## config.mk

```make
export PLATFORM = sky130hd
export DESIGN_NAME = seg7_scan_capture
export DESIGN_NICKNAME = d
export VERILOG_FILES = /design/src/rtl/seg7_pkg.sv /design/src/rtl/seg7_pattern_decode.sv /design/src/rtl/seg7_scan_capture.sv
export SDC_FILE = /design/constraint.sdc
export NUM_CORES = 1
export LEC_CHECK = 0
export BUFFER_PORTS_ARGS = -buffer_cell sky130_fd_sc_hd__buf_2
export CAP_MARGIN = 5
export CORE_MARGIN = 5
export CORE_UTILIZATION = 59
export CTS_BUF_LIST = sky130_fd_sc_hd__clkbuf_16
export CTS_CLUSTER_SIZE = 10
export DETAILED_ROUTE_END_ITERATION = 6
export PLACE_DENSITY = 0.8
export SLEW_MARGIN = 10
export SYNTH_ARGS = -nofsm -noshare
export SYNTH_HDL_FRONTEND = slang
export SYNTH_SLANG_ARGS = --single-unit
```

## constraint.sdc

```tcl
create_clock -name Clock -period 3.11 [get_ports Clock]
set_input_delay 0.311 -clock Clock [delete_from_list [all_inputs] [get_ports Clock]]
set_output_delay 0.311 -clock Clock [all_outputs]
set_load 0.01 [all_outputs]
```

## src/rtl/seg7_pkg.sv

```systemverilog
// seg7_pkg: shared constants and types for the 7-segment scan capture block.
//   SEG_0..SEG_9   : active-low cathode patterns {a,b,c,d,e,f,g} (bit6=a).
//   AN_*           : active-low anode codes for each digit position and blank.
//   filt_state_e   : states of the {AN,CA} glitch filter.
package seg7_pkg;

  localparam logic [6:0] SEG_0 = 7'b0000001;
  localparam logic [6:0] SEG_1 = 7'b1001111;
  localparam logic [6:0] SEG_2 = 7'b0010010;
  localparam logic [6:0] SEG_3 = 7'b0000110;
  localparam logic [6:0] SEG_4 = 7'b1001100;
  localparam logic [6:0] SEG_5 = 7'b0100100;
  localparam logic [6:0] SEG_6 = 7'b0100000;
  localparam logic [6:0] SEG_7 = 7'b0001111;
  localparam logic [6:0] SEG_8 = 7'b0000000;
  localparam logic [6:0] SEG_9 = 7'b0001100;

  localparam logic [3:0] AN_SEC_ONES = 4'b1110;
  localparam logic [3:0] AN_SEC_TENS = 4'b1101;
  localparam logic [3:0] AN_MIN_ONES = 4'b1011;
  localparam logic [3:0] AN_MIN_TENS = 4'b0111;
  localparam logic [3:0] AN_BLANK    = 4'b1111;

  typedef enum logic [1:0] {
    ST_SETTLE = 2'd0,
    ST_ACCEPT = 2'd1,
    ST_HELD   = 2'd2
  } filt_state_e;

endpackage

```

## src/rtl/seg7_pattern_decode.sv

```systemverilog
// seg7_pattern_decode: combinational decode of an active-low cathode pattern
// back to a BCD digit.
//   ca    in  7  cathode pattern, bit6=a .. bit0=g
//   digit out 4  decoded digit, 4'hF when the pattern is not a digit
//   valid out 1  pattern matched one of the ten digit shapes
module seg7_pattern_decode
  import seg7_pkg::*;
(
  input  logic [6:0] ca,
  output logic [3:0] digit,
  output logic       valid
);

  // Pattern lookup; anything outside the ten shapes is flagged invalid.
  always_comb begin
    digit = 4'hF;
    valid = 1'b1;
    case (ca)
      SEG_0:   digit = 4'd0;
      SEG_1:   digit = 4'd1;
      SEG_2:   digit = 4'd2;
      SEG_3:   digit = 4'd3;
      SEG_4:   digit = 4'd4;
      SEG_5:   digit = 4'd5;
      SEG_6:   digit = 4'd6;
      SEG_7:   digit = 4'd7;
      SEG_8:   digit = 4'd8;
      SEG_9:   digit = 4'd9;
      default: begin
        digit = 4'hF;
        valid = 1'b0;
      end
    endcase
  end

endmodule

```

## src/rtl/seg7_scan_capture.sv

```systemverilog
// seg7_scan_capture: monitors a multiplexed 4-digit 7-segment bus, filters
// scan glitches, decodes each lit digit and publishes complete MM:SS frames.
//   Clock, reset          : clock and synchronous active-high reset
//   CA[6:0], AN[3:0]      : active-low cathode / anode buses
//   digits[15:0]          : BCD {min tens, min ones, sec tens, sec ones}
//   minutes[6:0]          : binary minutes, seconds[5:0]: binary seconds
//   frame_valid/frame_err : one-cycle frame published / frame rejected
//   seg_err/anode_err     : one-cycle undecodable pattern / multiple anodes
//   scan_lost             : level, no one-hot accept for TIMEOUT_CYCLES
// Build option SEG7_CAP_SYNC_EN inserts a two-flop synchronizer on the
// 11 input bits (adds two cycles to every latency).
module seg7_scan_capture
  import seg7_pkg::*;
#(
  parameter int STABLE_CYCLES  = 4,
  parameter int TIMEOUT_CYCLES = 500_000
) (
  input  logic        Clock,
  input  logic        reset,
  input  logic [6:0]  CA,
  input  logic [3:0]  AN,
  output logic [15:0] digits,
  output logic [6:0]  minutes,
  output logic [5:0]  seconds,
  output logic        frame_valid,
  output logic        frame_err,
  output logic        seg_err,
  output logic        anode_err,
  output logic        scan_lost
);

  localparam int CW = $clog2(STABLE_CYCLES + 1);
  localparam int TW = $clog2(TIMEOUT_CYCLES + 1);
  localparam logic [CW-1:0] CNT_ONE  = CW'(1'b1);
  localparam logic [CW-1:0] CNT_LAST = CW'(STABLE_CYCLES - 2);
  localparam logic [TW-1:0] TMR_ONE  = TW'(1'b1);
  localparam logic [TW-1:0] TMR_MAX  = TW'(TIMEOUT_CYCLES);

  logic [10:0] pin_s;

`ifdef SEG7_CAP_SYNC_EN
  logic [10:0] sync1_q, sync2_q;

  // Two-flop synchronizer for asynchronous display sources.
  always_ff @(posedge Clock) begin
    if (reset) begin
      sync1_q <= {AN_BLANK, 7'h7F};
      sync2_q <= {AN_BLANK, 7'h7F};
    end else begin
      sync1_q <= {AN, CA};
      sync2_q <= sync1_q;
    end
  end
  assign pin_s = sync2_q;
`else
  assign pin_s = {AN, CA};
`endif

  filt_state_e state_q, state_d;
  logic [10:0]   sample_q, sample_d;
  logic [CW-1:0] cnt_q, cnt_d;
  logic [TW-1:0] timer_q, timer_d;
  logic [3:0]    seen_q, seen_d, bad_q, bad_d;
  logic [15:0]   buf_q, buf_d;
  logic [15:0]   digits_q, digits_d;
  logic [6:0]    minutes_q, minutes_d;
  logic [5:0]    seconds_q, seconds_d;
  logic          frame_valid_q, frame_valid_d, frame_err_q, frame_err_d;
  logic          seg_err_q, seg_err_d, anode_err_q, anode_err_d;
  logic          scan_lost_q, scan_lost_d;

  logic [3:0] an_s;
  logic [3:0] dec_digit_s;
  logic       dec_valid_s;
  logic       accept_s;
  logic       onehot_s;
  logic [1:0] pos_s;

  assign an_s = sample_q[10:7];

  seg7_pattern_decode u_decode (
    .ca    (sample_q[6:0]),
    .digit (dec_digit_s),
    .valid (dec_valid_s)
  );

  // Map the sampled anode code to a digit position; non-codes are not one-hot.
  always_comb begin
    pos_s    = 2'd0;
    onehot_s = 1'b0;
    case (an_s)
      AN_SEC_ONES: begin pos_s = 2'd0; onehot_s = 1'b1; end
      AN_SEC_TENS: begin pos_s = 2'd1; onehot_s = 1'b1; end
      AN_MIN_ONES: begin pos_s = 2'd2; onehot_s = 1'b1; end
      AN_MIN_TENS: begin pos_s = 2'd3; onehot_s = 1'b1; end
      default:     begin pos_s = 2'd0; onehot_s = 1'b0; end
    endcase
  end

  // Filter FSM. The incoming value is compared against the sample register,
  // so the count reaches STABLE_CYCLES-1 exactly when STABLE_CYCLES identical
  // samples are held; the ACCEPT cycle then registers its action one edge later.
  always_comb begin
    state_d  = state_q;
    cnt_d    = cnt_q;
    accept_s = 1'b0;
    case (state_q)
      ST_SETTLE: begin
        if (pin_s == sample_q) begin
          cnt_d = cnt_q + CNT_ONE;
          if (cnt_q == CNT_LAST) begin
            state_d = ST_ACCEPT;
          end else begin
            state_d = ST_SETTLE;
          end
        end else begin
          cnt_d = '0;
        end
      end
      ST_ACCEPT: begin
        accept_s = 1'b1;
        cnt_d    = '0;
        // A change arriving during the accept cycle must start a fresh settle.
        if (pin_s == sample_q) begin
          state_d = ST_HELD;
        end else begin
          state_d = ST_SETTLE;
        end
      end
      ST_HELD: begin
        cnt_d = '0;
        if (pin_s != sample_q) begin
          state_d = ST_SETTLE;
        end else begin
          state_d = ST_HELD;
        end
      end
      default: begin
        state_d = ST_SETTLE;
        cnt_d   = '0;
      end
    endcase
  end

  // Masks, digit buffer, timeout and frame publication.
  always_comb begin
    sample_d      = pin_s;
    seen_d        = seen_q;
    bad_d         = bad_q;
    buf_d         = buf_q;
    digits_d      = digits_q;
    minutes_d     = minutes_q;
    seconds_d     = seconds_q;
    frame_valid_d = 1'b0;
    frame_err_d   = 1'b0;
    seg_err_d     = 1'b0;
    anode_err_d   = 1'b0;
    scan_lost_d   = scan_lost_q;
    timer_d       = (timer_q == TMR_MAX) ? timer_q : timer_q + TMR_ONE;

    if (timer_q == TMR_MAX) begin
      scan_lost_d = 1'b1;
      seen_d      = 4'b0000;
      bad_d       = 4'b0000;
    end else begin
      scan_lost_d = scan_lost_q;
    end

    // Evaluate a completed frame; the masks always restart afterwards.
    if (seen_q == 4'b1111) begin
      seen_d = 4'b0000;
      bad_d  = 4'b0000;
      if ((bad_q == 4'b0000) && (buf_q[7:4] <= 4'd5)) begin
        frame_valid_d = 1'b1;
        digits_d      = buf_q;
        minutes_d     = {3'b000, buf_q[15:12]} * 7'd10 + {3'b000, buf_q[11:8]};
        seconds_d     = {2'b00, buf_q[7:4]} * 6'd10 + {2'b00, buf_q[3:0]};
      end else begin
        frame_err_d = 1'b1;
      end
    end else begin
      frame_err_d = 1'b0;
    end

    // Accept action; blank scans are ignored and do not refresh the timeout.
    if (accept_s) begin
      if (an_s == AN_BLANK) begin
        anode_err_d = 1'b0;
      end else if (onehot_s) begin
        buf_d[{pos_s, 2'b00} +: 4] = dec_digit_s;
        bad_d[pos_s]  = ~dec_valid_s;
        seen_d[pos_s] = 1'b1;
        seg_err_d     = ~dec_valid_s;
        timer_d       = '0;
        scan_lost_d   = 1'b0;
      end else begin
        anode_err_d = 1'b1;
      end
    end else begin
      anode_err_d = 1'b0;
    end
  end

  // State and output registers.
  always_ff @(posedge Clock) begin
    if (reset) begin
      state_q       <= ST_SETTLE;
      sample_q      <= {AN_BLANK, 7'h7F};
      cnt_q         <= '0;
      timer_q       <= '0;
      seen_q        <= 4'b0000;
      bad_q         <= 4'b0000;
      buf_q         <= 16'h0000;
      digits_q      <= 16'h0000;
      minutes_q     <= 7'd0;
      seconds_q     <= 6'd0;
      frame_valid_q <= 1'b0;
      frame_err_q   <= 1'b0;
      seg_err_q     <= 1'b0;
      anode_err_q   <= 1'b0;
      scan_lost_q   <= 1'b0;
    end else begin
      state_q       <= state_d;
      sample_q      <= sample_d;
      cnt_q         <= cnt_d;
      timer_q       <= timer_d;
      seen_q        <= seen_d;
      bad_q         <= bad_d;
      buf_q         <= buf_d;
      digits_q      <= digits_d;
      minutes_q     <= minutes_d;
      seconds_q     <= seconds_d;
      frame_valid_q <= frame_valid_d;
      frame_err_q   <= frame_err_d;
      seg_err_q     <= seg_err_d;
      anode_err_q   <= anode_err_d;
      scan_lost_q   <= scan_lost_d;
    end
  end

  assign digits      = digits_q;
  assign minutes     = minutes_q;
  assign seconds     = seconds_q;
  assign frame_valid = frame_valid_q;
  assign frame_err   = frame_err_q;
  assign seg_err     = seg_err_q;
  assign anode_err   = anode_err_q;
  assign scan_lost   = scan_lost_q;

endmodule

```

==> results of run 1 <==
-- stage by stage --
step | instance area, µm² | setup slack, ps
after floorplan | 4470 | 954
after global placement | 4670 | 933
after detailed placement | 4670 | 771
after CTS | 4980 | 714
after global routing | 4980 | 524
final | 4980 | 703
-- area by class of cell --
type	count	area (µm²)
multi-input cells	348	2420
fillers	565	2350
flip-flops and latches	91	1820
repair buffers	49	253
clock buffers	9	225
well taps	99	124
clock inverters	6	90.1
inverters	14	52.6
-- power groups by stage --
stage | sequential [mW] | combinational, mW | clock (mW)
global placement | 1.23 | 0.117 | 0
CTS | 1.20 | 0.122 | 1.17
detailed placement | 1.23 | 0.120 | 0
global route | 1.20 | 0.135 | 1.21
finish | 1.20 | 0.121 | 1.15
floorplan | 1.21 | 0.119 | 0
-- final timing paths --
| kind | startpoint | endpoint | slack, ps | cells after the start |
|---|---|---|---|---|
| min | CA[6] | sample_q[6]$_SDFF_PP1_ | 190 | 2 |
| max | sample_q[10]$_SDFF_PP1_ | buf_q[11]$_SDFFE_PP0P_ | 700 | 8 |
| min reg2reg | cnt_q[0]$_SDFF_PP0_ | cnt_q[0]$_SDFF_PP0_ | 440 | 1 |
| max reg2reg | sample_q[10]$_SDFF_PP1_ | buf_q[11]$_SDFFE_PP0P_ | 700 | 8 |
-- cells by family after synthesis --
logic type,Yosys count
AOI/OAI and AO/OA,83
muxes,1
DFF,91
buffers and inverters,42
and+or+nand+nor,195
adders and majority gates,26
xor gates and xnor gates,43
-- layout by cell type, fill, tap and decap left out, types with 6 or more instances in the layout --
master                      netlist  routed
sky130_fd_sc_hd__inv_1           13      13
sky130_fd_sc_hd__clkbuf_16        0       9
sky130_fd_sc_hd__xnor2_1         16      16
sky130_fd_sc_hd__a21oi_1         35      35
sky130_fd_sc_hd__or2_2           12      12
sky130_fd_sc_hd__nor2_1          39      39
sky130_fd_sc_hd__dfxtp_1         91      91
sky130_fd_sc_hd__buf_2            9      46
sky130_fd_sc_hd__nor3_1           7       7
sky130_fd_sc_hd__a211oi_1         6       6
sky130_fd_sc_hd__xor2_1          27      27
sky130_fd_sc_hd__nand2_1         57      57
sky130_fd_sc_hd__ha_1            23      23
sky130_fd_sc_hd__nand4_1         12      12
sky130_fd_sc_hd__a32o_1           6       6
sky130_fd_sc_hd__nor2b_1          6       6
sky130_fd_sc_hd__a22o_1           9       9
sky130_fd_sc_hd__nand3_1         19      19
-- critical path, cell delays in order (launching register included) --
cell and delay [ps]:
sky130_fd_sc_hd__dfxtp_1 480, sky130_fd_sc_hd__xor2_1 170, sky130_fd_sc_hd__and3_1 360, sky130_fd_sc_hd__inv_1 150, sky130_fd_sc_hd__ha_1 230, sky130_fd_sc_hd__and2b_1 200
sky130_fd_sc_hd__nand2_1 100, sky130_fd_sc_hd__nor3_1 430, sky130_fd_sc_hd__a32o_1 240
-- per-layer routing --
| metal | vias up | part of all wire [%] | track usage [%] | wire, µm |
|---|---|---|---|---|
| met5 | - | 0 | 0 | 0 |
| met4 | 0 | 2.4 | 7.78 | 214 |
| met3 | 16 | 4.7 | 4.02 | 413 |
| met2 | 71 | 46 | 30.3 | 4080 |
| met1 | 1616 | 46 | 24.9 | 4070 |
| li1 | 1740 | - | - | - |
-- flip-flops by register name, indices dropped and copies added, names as in the netlist, 2 cells and up --
name      count
seen_q        4
minutes       6
bad_q         4
seconds       5
cnt_q         3
digits       16
state_q       2
buf_q        16
sample_q     11
timer_q      19
==> impl_metrics.csv, run 1 <==
group,metric,value,unit
power,p_switching,0.547,mW
clock_network,post_cts.repair.setup_buffers,0,
yosys,synthAdderAreaFrac,7.77,%
yosys,synthMostInstantiatedCell,"sky130_fd_sc_hd__dfxtp_1",
grt,grt_first_pass_wirelength,15.1,mm
yosys,synth_edf_count,0,
yosys,synth_ff_type,"sky130_fd_sc_hd__dfxtp_1",
floorplanning,fp.coreArea,7330,µm²
yosys,synth_nets,520,
clock_network,cts_resized,0,
yosys,postSynthRegisterBits,91,
final_layout,layout.cells.non_filler,616,
clock_network,cts-root-to-sink-buffers,2,
yosys,ys_types,67,
grt,grt_overflow_total,0,
floorplanning,fp.dieW,97.1,µm
setup_path,worstSetupPathType,"reg -> reg",
floorplanning,chipHeight,97.1,µm
yosys,post_synth_and_or_nand_nor_area_fraction,23.4,%
yosys,synth.avg_cell_area,9.30,µm²
power,power.share.switching,22.1,%
route,drt-wirelength-per-cell,14.2,µm
yosys,synth_compound_area_share,14.2,%
final_layout,drive_above_1_share,19.5,%
placement,weighted_congestion_at_the_end_of_routability_driven_global_placement,0.804,
sta,setup_viol,0,
route,routed_wirelength,8.77,mm
sta,worst_pin_slew,961,ps
yosys,yosysWarnings,0,
yosys,synth_seq_area_share,40.7,%
final_layout,area.growth.synth_to_final,11.4,%
power,power,2.48,mW
sta,slew_headroom,35.5,%
sta,final_min_period_over_clock_period,77.4,%
yosys,async_flop_share,0,%
yosys,synth_common_cells,"sky130_fd_sc_hd__dfxtp_1, sky130_fd_sc_hd__nand2_1, sky130_fd_sc_hd__nor2_1",
sta,clock_skew,6.21,ps
floorplanning,initial_utilization,61.0,%
grt,grt.total_usage,18.9,%
power,worst_ir_drop_vdd,263,µV
clock_network,clk_latency,340,ps
sta,max_clock_freq,0.415,GHz
clock_network,worst_path_clk_slew,70,ps
yosys,synth_top_cells_by_area,"sky130_fd_sc_hd__dfxtp_1, sky130_fd_sc_hd__ha_1, sky130_fd_sc_hd__xor2_1",
power,power_leakage,2.04,nW
yosys,synth_mux_area_share,0.224,%
clock_network,tritoncts_clock_tree,"built",
sta,final_hold_violations,0,
floorplanning,rows,31,
yosys,synth_top_family_by_area,"simple AND/OR/NAND/NOR gates",
clock_network,cts_root_buf,"sky130_fd_sc_hd__clkbuf_16",
route,drtIter0Drc,160,
clock_network,cts-buffers-inserted,9,
sta,grt_setup_unrepaired,"no",
power,cellInternalPower,1.93,mW
setup_path,timing.critical_path.fanout_max,10,
yosys,synth_top_area_cell,"sky130_fd_sc_hd__dfxtp_1",
setup_path,timing.critical_path.from_type,"flop",
placement,post-place-cells,601,
clock_network,clock-sinks,91,
grt,pin_count_of_the_biggest_net_entering_global_routing,33,
yosys,syn_area,4470,µm²
sta,timing_max_transition_violations_final,0,
placement,dp.final_hpwl,6.27,mm
sta,timing.hold.ws,186,ps
worst_hold_path,holdCritPathClass,"in -> reg",
route,via_per_inst,5.59,
flow_run,max-cap-violations,0,
power,power.sequential.fraction,48.6,%
setup_path,end_kind,"flop",
floorplanning,die_area,9430,µm²
route,drc,0,
route,drt_first_pass_iters,4,
yosys,synth_largest_type_area_fraction,40.7,%
grt,grt_pass1_vias,3290,
power,power.density_cell_area,497,nW/µm²
final_layout,nets,552,
floorplanning,floorplan.io_pins,47,
route,route.vias.total,3443,
final_layout,final_util,68.0,%
clock_network,clock_tree.htree_level_count,3,
yosys,netlist_instances,481,
power,power_frac_clock,46.5,%
final_layout,num_antenna_cells,0,
clock_network,holdBufCountCts,0,
setup_path,critPathRequiredTime,3390,ps
setup_path,cp.arrival,2690,ps
sta,min_period,2410,ps
sta,finalSetupTns,0,ps
run_status,status,"completed",
placement,placement.io_buffers,46,
yosys,synth_xor_area_share,8.42,%
grt,antenna_violations_before_repair,0,
power,share_comb_of_total_power,4.9,%
route,detail-route-antenna-nets,0,
Note: power is estimated with default switching activity, not from simulation.
==> run 2, diff against run 1 <==
--- a/config.mk
+++ b/config.mk
@@ -5,14 +5,15 @@
 export SDC_FILE = /design/constraint.sdc
 export NUM_CORES = 1
 export LEC_CHECK = 0
+export ABC_AREA = 1
 export BUFFER_PORTS_ARGS = -buffer_cell sky130_fd_sc_hd__buf_2
 export CAP_MARGIN = 5
 export CORE_MARGIN = 5
-export CORE_UTILIZATION = 59
+export CORE_UTILIZATION = 53
 export CTS_BUF_LIST = sky130_fd_sc_hd__clkbuf_16
 export CTS_CLUSTER_SIZE = 10
 export DETAILED_ROUTE_END_ITERATION = 6
-export PLACE_DENSITY = 0.8
+export PLACE_DENSITY = 0.76
 export SLEW_MARGIN = 10
 export SYNTH_ARGS = -nofsm -noshare
 export SYNTH_HDL_FRONTEND = slang
==> constraint.sdc (replaced) <==
create_clock -name Clock -period 2.1 [get_ports Clock]
set_input_delay 0.21 -clock Clock [delete_from_list [all_inputs] [get_ports Clock]]
set_output_delay 0.21 -clock Clock [all_outputs]
set_load 0.01 [all_outputs]
==> impl_metrics.csv, run 2 <==
group,metric,value,unit
run_status,status,"completed",
yosys,synthMostInstantiatedCell,"sky130_fd_sc_hd__dfxtp_1",
route,routed_wirelength,8.97,mm
yosys,postSynthRegisterBits,91,
setup_path,timing.critical_path.from_type,"flop",
final_layout,layout.cells.most_common_list,"sky130_fd_sc_hd__dfxtp_1, sky130_fd_sc_hd__nand2_1, sky130_fd_sc_hd__nor2_1, sky130_fd_sc_hd__inv_1, sky130_fd_sc_hd__a21oi_1",
sta,setup_viol,0,
sta,finalSetupTns,0,ps
route,drt_first_pass_iters,5,
clock_network,cts-root-to-sink-buffers,2,
grt,antenna_violations_before_repair,0,
clock_network,tritoncts_clock_tree,"built",
sta,min_period,1880,ps
clock_network,clock-sinks,91,
yosys,synth_ff_type,"sky130_fd_sc_hd__dfxtp_1",
setup_path,critPathRequiredTime,2370,ps
floorplanning,fp.coreArea,8130,µm²
route,drc,0,
power,power.density_cell_area,707,nW/µm²
placement,dp.final_hpwl,6.60,mm
sta,final_min_period_over_clock_period,89.3,%
grt,grt.total_usage,18.8,%
final_layout,mostFrequentLayoutCell,"sky130_fd_sc_hd__dfxtp_1",
route,detail-route-antenna-nets,0,
setup_path,timing.critical_path.fanout_max,4,
power,share_comb_of_total_power,5.0,%
clock_network,cts_resized,0,
final_layout,final_area,4990,µm²
grt,pin_count_of_the_biggest_net_entering_global_routing,41,
power,p_switching,0.802,mW
floorplanning,floorplan.io_pins,47,
final_layout,largest_reg_flops,19,
final_layout,nets,639,
final_layout,fill_cells,710,
yosys,netlist_instances,555,
sta,clock_skew,9.60,ps
yosys,async_flop_share,0,%
final_layout,num_antenna_cells,0,
final_layout,layout.cells.non_filler,710,
placement,post-place-cells,694,
grt,met3_use_gr,4.50,%
worst_hold_path,holdCritStartpoint,"CA[3]",
grt,global_route.usage.met1,24.3,%
clock_network,holdBufCountCts,0,
yosys,synth_top_cells_by_area,"sky130_fd_sc_hd__dfxtp_1, sky130_fd_sc_hd__nand2_1, sky130_fd_sc_hd__ha_1",
worst_hold_path,holdCritPathClass,"in -> reg",
setup_path,end_kind,"flop",
power,cellInternalPower,2.72,mW
yosys,yosysWarnings,0,
floorplanning,initial_utilization,53.8,%
route,drtIter0Drc,174,
clock_network,cts_root_buf,"sky130_fd_sc_hd__clkbuf_16",
yosys,synth_edf_count,0,
floorplanning,die_area,10200,µm²
power,power.sequential.fraction,49.9,%
power,power_frac_clock,45.1,%
placement,weighted_congestion_at_the_end_of_routability_driven_global_placement,0.879,
yosys,synth_nets,594,
setup_path,critical_path.startpoint,"sample_q[9]$_SDFF_PP1_",
final_layout,largest_register,"timer_q",
power,worst_ir_drop_vdd,376,µV
final_layout,multi_input_comb_area,2240,µm²
grt,grt_overflow_total,0,
yosys,synth.avg_cell_area,7.88,µm²
grt,grt_pass1_vias,3555,
power,power,3.53,mW
sta,grt_setup_unrepaired,"no",
yosys,synth_common_cells,"sky130_fd_sc_hd__dfxtp_1, sky130_fd_sc_hd__nand2_1, sky130_fd_sc_hd__nor2_1",
route,drt-wirelength-per-cell,12.6,µm
setup_path,worstSetupPathType,"reg -> reg",
floorplanning,rows,33,
yosys,synth_largest_type_area_fraction,41.6,%
yosys,syn_area,4380,µm²
final_layout,final-seq-area,1820,µm²
clock_network,clk_latency,330,ps
clock_network,cts-buffers-inserted,9,
final_layout,area.growth.synth_to_final,14.0,%
setup_path,cp.arrival,2140,ps
final_layout,drive_above_1_share,16.9,%
grt,grt_first_pass_wirelength,15.6,mm
yosys,synth_seq_area_share,41.6,%
grt,busiest_layer,"met2",
setup_path,reg2reg_slack,220,ps
power,power_leakage,2.22,nW
clock_network,clock_tree.htree_level_count,3,
sta,worst_pin_slew,493,ps
floorplanning,chipHeight,101,µm
clock_network,post_cts.repair.setup_buffers,0,
route,route.vias.total,3670,
yosys,synth_top_area_cell,"sky130_fd_sc_hd__dfxtp_1",
power,power.share.switching,22.7,%
placement,placement.io_buffers,46,
placement,post_dp_cell_area,4690,µm²
grt,grt_use_met2,30.6,%
sta,slew_headroom,67.1,%
flow_run,max-cap-violations,0,
sta,timing_max_transition_violations_final,0,
route,via_per_inst,5.17,
sta,final_hold_violations,0,
clock_network,worst_path_clk_slew,60,ps
setup_path,worst_r2r_src,"sample_q[9]$_SDFF_PP1_",
sta,max_clock_freq,0.533,GHz
yosys,ys_types,43,
floorplanning,fp.dieW,101,µm
[run 2: cell count changes after synthesis, moves of 13 or more]
cell,delta
sky130_fd_sc_hd__nor2_1,+28
sky130_fd_sc_hd__nand3_1,+13
sky130_fd_sc_hd__nand2_1,+25
sky130_fd_sc_hd__a21oi_1,+13
sky130_fd_sc_hd__inv_1,+43
sky130_fd_sc_hd__o21ai_0,+33
[run 2: cell type report]
| class | instances | share of cell area (%) |
|---|---|---|
| clock inverters | 7 | 1.35 |
| well taps | 105 | 2.63 |
| clock buffers | 9 | 4.52 |
| inverters | 61 | 4.74 |
| multi-input cells | 386 | 44.9 |
| flip-flops and latches | 91 | 36.5 |
| repair buffers | 51 | 5.37 |
[run 2: power groups by stage]
stage | clock network, mW | registers, mW | logic [mW]
2_1_floorplan | 0 | 1.80 | 0.133
3_3_place_gp | 0 | 1.80 | 0.171
3_5_place_dp | 0 | 1.80 | 0.175
4_1_cts | 1.61 | 1.76 | 0.176
5_1_grt | 1.70 | 1.76 | 0.197
6_report | 1.59 | 1.76 | 0.177
[run 2: per-stage QoR]
| step | util, % | setup slack (ps) | hold slack (ps) |
|---|---|---|---|
| 2_1_floorplan | - | 66.8 | 307 |
| 3_3_place_gp | 57.7 | 326 | 412 |
| 3_5_place_dp | 57.7 | 239 | 419 |
| 4_1_cts | 61.3 | 229 | 77.8 |
| 5_1_grt | 61.3 | 0.993 | 79.8 |
| 6_report | 61.3 | 225 | 77.9 |
[run 2: path summary, 6_finish.rpt]
| kind | end | depth (start not counted) |
|---|---|---|
| setup / recovery | buf_q[9]$_SDFFE_PP0P_ | 10 |
| hold / removal | sample_q[3]$_SDFF_PP1_ | 3 |
| setup reg to reg | buf_q[9]$_SDFFE_PP0P_ | 10 |
| hold reg to reg | digits[7]$_SDFFE_PP0P_ | 2 |
[run 2: per-layer routing]
layer	wire length (µm)	vias to the layer above
li1	-	1898
met1	4310	1693
met2	4190	66
met3	343	13
met4	129	0
met5	0	-
[run 2: logic make-up after synthesis]
family,Yosys count,share of synthesized area (%)
and+or+nand+nor,240,26.7
adders and majority gates,26,7.95
DFF,91,41.6
buffers and inverters,78,7.29
xor gates and xnor gates,26,5.20
AOI/OAI and AO/OA,94,11.2
[run 2: critical path, stage by stage (launching register included)]
cell and delay (ps):
sky130_fd_sc_hd__dfxtp_1 390, sky130_fd_sc_hd__nand2_2 100, sky130_fd_sc_hd__inv_1 80, sky130_fd_sc_hd__nand3b_1 80, sky130_fd_sc_hd__nand2_1 90, sky130_fd_sc_hd__inv_1 80, sky130_fd_sc_hd__ha_1 380, sky130_fd_sc_hd__inv_1 120
sky130_fd_sc_hd__nor3_4 260, sky130_fd_sc_hd__nand3_1 120, sky130_fd_sc_hd__a21oi_1 130
==> run 3, diff against run 2 <==
--- a/config.mk
+++ b/config.mk
@@ -14,6 +14,7 @@
 export CTS_CLUSTER_SIZE = 10
 export DETAILED_ROUTE_END_ITERATION = 6
 export PLACE_DENSITY = 0.76
+export RECOVER_POWER = 25
 export SLEW_MARGIN = 10
 export SYNTH_ARGS = -nofsm -noshare
 export SYNTH_HDL_FRONTEND = slang
==> impl_metrics.csv, run 3 (synthesized netlist as in run 2, its figures left out) <==
group,metric,value,unit
clock_network,holdBufCountCts,0,
power,power.share.switching,22.8,%
sta,setup_viol,0,
run_status,status,"completed",
route,via_per_inst,5.18,
clock_network,clock_tree.htree_level_count,3,
power,p_switching,0.806,mW
sta,clock_skew,10.0,ps
final_layout,layout.cells.non_filler,710,
placement,weighted_congestion_at_the_end_of_routability_driven_global_placement,0.879,
grt,grt_overflow_total,0,
setup_path,worst_r2r_src,"sample_q[9]$_SDFF_PP1_",
power,share_comb_of_total_power,5.0,%
floorplanning,chipHeight,101,µm
worst_hold_path,holdCritStartpoint,"CA[3]",
power,power.density_cell_area,712,nW/µm²
sta,min_period,1880,ps
sta,max_clock_freq,0.533,GHz
setup_path,timing.critical_path.fanout_max,4,
sta,finalSetupTns,0,ps
clock_network,post_cts.repair.setup_buffers,0,
floorplanning,fp.dieW,101,µm
route,route.vias.total,3680,
sta,final_min_period_over_clock_period,89.3,%
final_layout,area.growth.synth_to_final,13.2,%
floorplanning,fp.coreArea,8130,µm²
clock_network,cts_resized,0,
worst_hold_path,holdCritPathClass,"in -> reg",
power,power_frac_clock,45.2,%
final_layout,layout.cells.most_common_list,"sky130_fd_sc_hd__dfxtp_1, sky130_fd_sc_hd__nand2_1, sky130_fd_sc_hd__nor2_1, sky130_fd_sc_hd__inv_1, sky130_fd_sc_hd__a21oi_1",
placement,post-place-cells,694,
route,drt-wirelength-per-cell,12.6,µm
flow_run,max-cap-violations,0,
final_layout,largest_register,"timer_q",
placement,placement.io_buffers,46,
grt,antenna_violations_before_repair,0,
setup_path,critPathRequiredTime,2350,ps
power,power,3.53,mW
floorplanning,initial_utilization,53.8,%
route,drc,0,
grt,grt_pass1_vias,3555,
route,drt_first_pass_iters,5,
floorplanning,rows,33,
power,worst_ir_drop_vdd,378,µV
setup_path,reg2reg_slack,220,ps
final_layout,largest_reg_flops,19,
clock_network,worst_path_clk_slew,60,ps
grt,pin_count_of_the_biggest_net_entering_global_routing,41,
sta,timing.hold.ws,76.5,ps
placement,dp.final_hpwl,6.60,mm
final_layout,mostFrequentLayoutCell,"sky130_fd_sc_hd__dfxtp_1",
clock_network,clock-sinks,91,
setup_path,setup.worst_path.end,"buf_q[9]$_SDFFE_PP0P_",
setup_path,end_kind,"flop",
grt,grt.total_usage,18.8,%
final_layout,drive_above_1_share,13.1,%
setup_path,worstSetupPathType,"reg -> reg",
sta,final_hold_violations,0,
clock_network,cts_root_buf,"sky130_fd_sc_hd__clkbuf_16",
final_layout,num_antenna_cells,0,
setup_path,reg2reg_to,"buf_q[9]$_SDFFE_PP0P_",
clock_network,cts-buffers-inserted,9,
floorplanning,die_area,10200,µm²
setup_path,critical_path.startpoint,"sample_q[9]$_SDFF_PP1_",
sta,grt_setup_unrepaired,"no",
route,routed_wirelength,8.97,mm
setup_path,cp.arrival,2130,ps
clock_network,tritoncts_clock_tree,"built",
final_layout,nets,639,
route,detail-route-antenna-nets,0,
sta,worst_pin_slew,1060,ps
power,power_leakage,2.12,nW
sta,timing_max_transition_violations_final,0,
clock_network,clk_latency,330,ps
floorplanning,floorplan.io_pins,47,
setup_path,timing.critical_path.from_type,"flop",
sta,slew_headroom,29.6,%
grt,grt_first_pass_wirelength,15.6,mm
power,power.sequential.fraction,49.9,%
clock_network,cts-root-to-sink-buffers,2,
power,cellInternalPower,2.72,mW
setup_path,reg2reg_depth,10,
route,drtIter0Drc,139,
[run 3: cell count changes in the layout (fill, tap and decap cells not counted), sizes merged]
cell    previous run  this run
buf               51        28
clkbuf             9        32
[run 3: stage by stage]
stage	instance area, µm²	setup WS (ps)	util, %
2_1_floorplan	4380	66.8	-
3_3_place_gp	4690	326	57.7
3_5_place_dp	4690	239	57.7
4_1_cts	4990	229	61.3
5_1_grt	4950	0.993	60.9
6_report	4950	224	60.9
[run 3: power by group through the flow]
stage | clock network (mW) | logic [mW] | registers [mW]
global placement | 0 | 0.171 | 1.80
CTS | 1.61 | 0.176 | 1.76
floorplan | 0 | 0.133 | 1.80
detailed placement | 0 | 0.175 | 1.80
global route | 1.70 | 0.195 | 1.76
finish | 1.59 | 0.175 | 1.76
[run 3: layout make-up]
cell class	count	area (µm²)
Clock buffer	9	225
Clock inverter	7	67.6
Fill cell	721	3180
Inverter	61	236
Multi-Input combinational cell	386	2240
Sequential cell	91	1820
Tap cell	105	131
Timing Repair Buffer	51	234
[run 3: layer usage]
metal	wire length [µm]	track usage, %	vias to the layer above
met3	374	4.50	13
met2	4180	30.6	71
met1	4290	24.3	1696
li1	-	-	1900
met4	131	6.84	0
met5	0	0	-
[run 3: worst min path at each step]
stage	cells past startpoint	slack, ps	end
floorplan	2	310	sample_q[1]$_SDFF_PP1_
global placement	3	410	sample_q[3]$_SDFF_PP1_
detailed placement	3	420	sample_q[3]$_SDFF_PP1_
CTS	3	80	sample_q[3]$_SDFF_PP1_
global route	2	80	sample_q[2]$_SDFF_PP1_
finish	3	80	sample_q[3]$_SDFF_PP1_
[run 3: critical path, stage by stage (launching register included)]
cell                       delay (ps)
sky130_fd_sc_hd__dfxtp_1          390
sky130_fd_sc_hd__nand2_2          100
sky130_fd_sc_hd__inv_1             80
sky130_fd_sc_hd__nand3b_1          70
sky130_fd_sc_hd__nand2_1           90
sky130_fd_sc_hd__inv_1             80
sky130_fd_sc_hd__ha_1             380
sky130_fd_sc_hd__inv_1            110
sky130_fd_sc_hd__nor3_4           250
sky130_fd_sc_hd__nand3_1          120
sky130_fd_sc_hd__a21oi_1          130
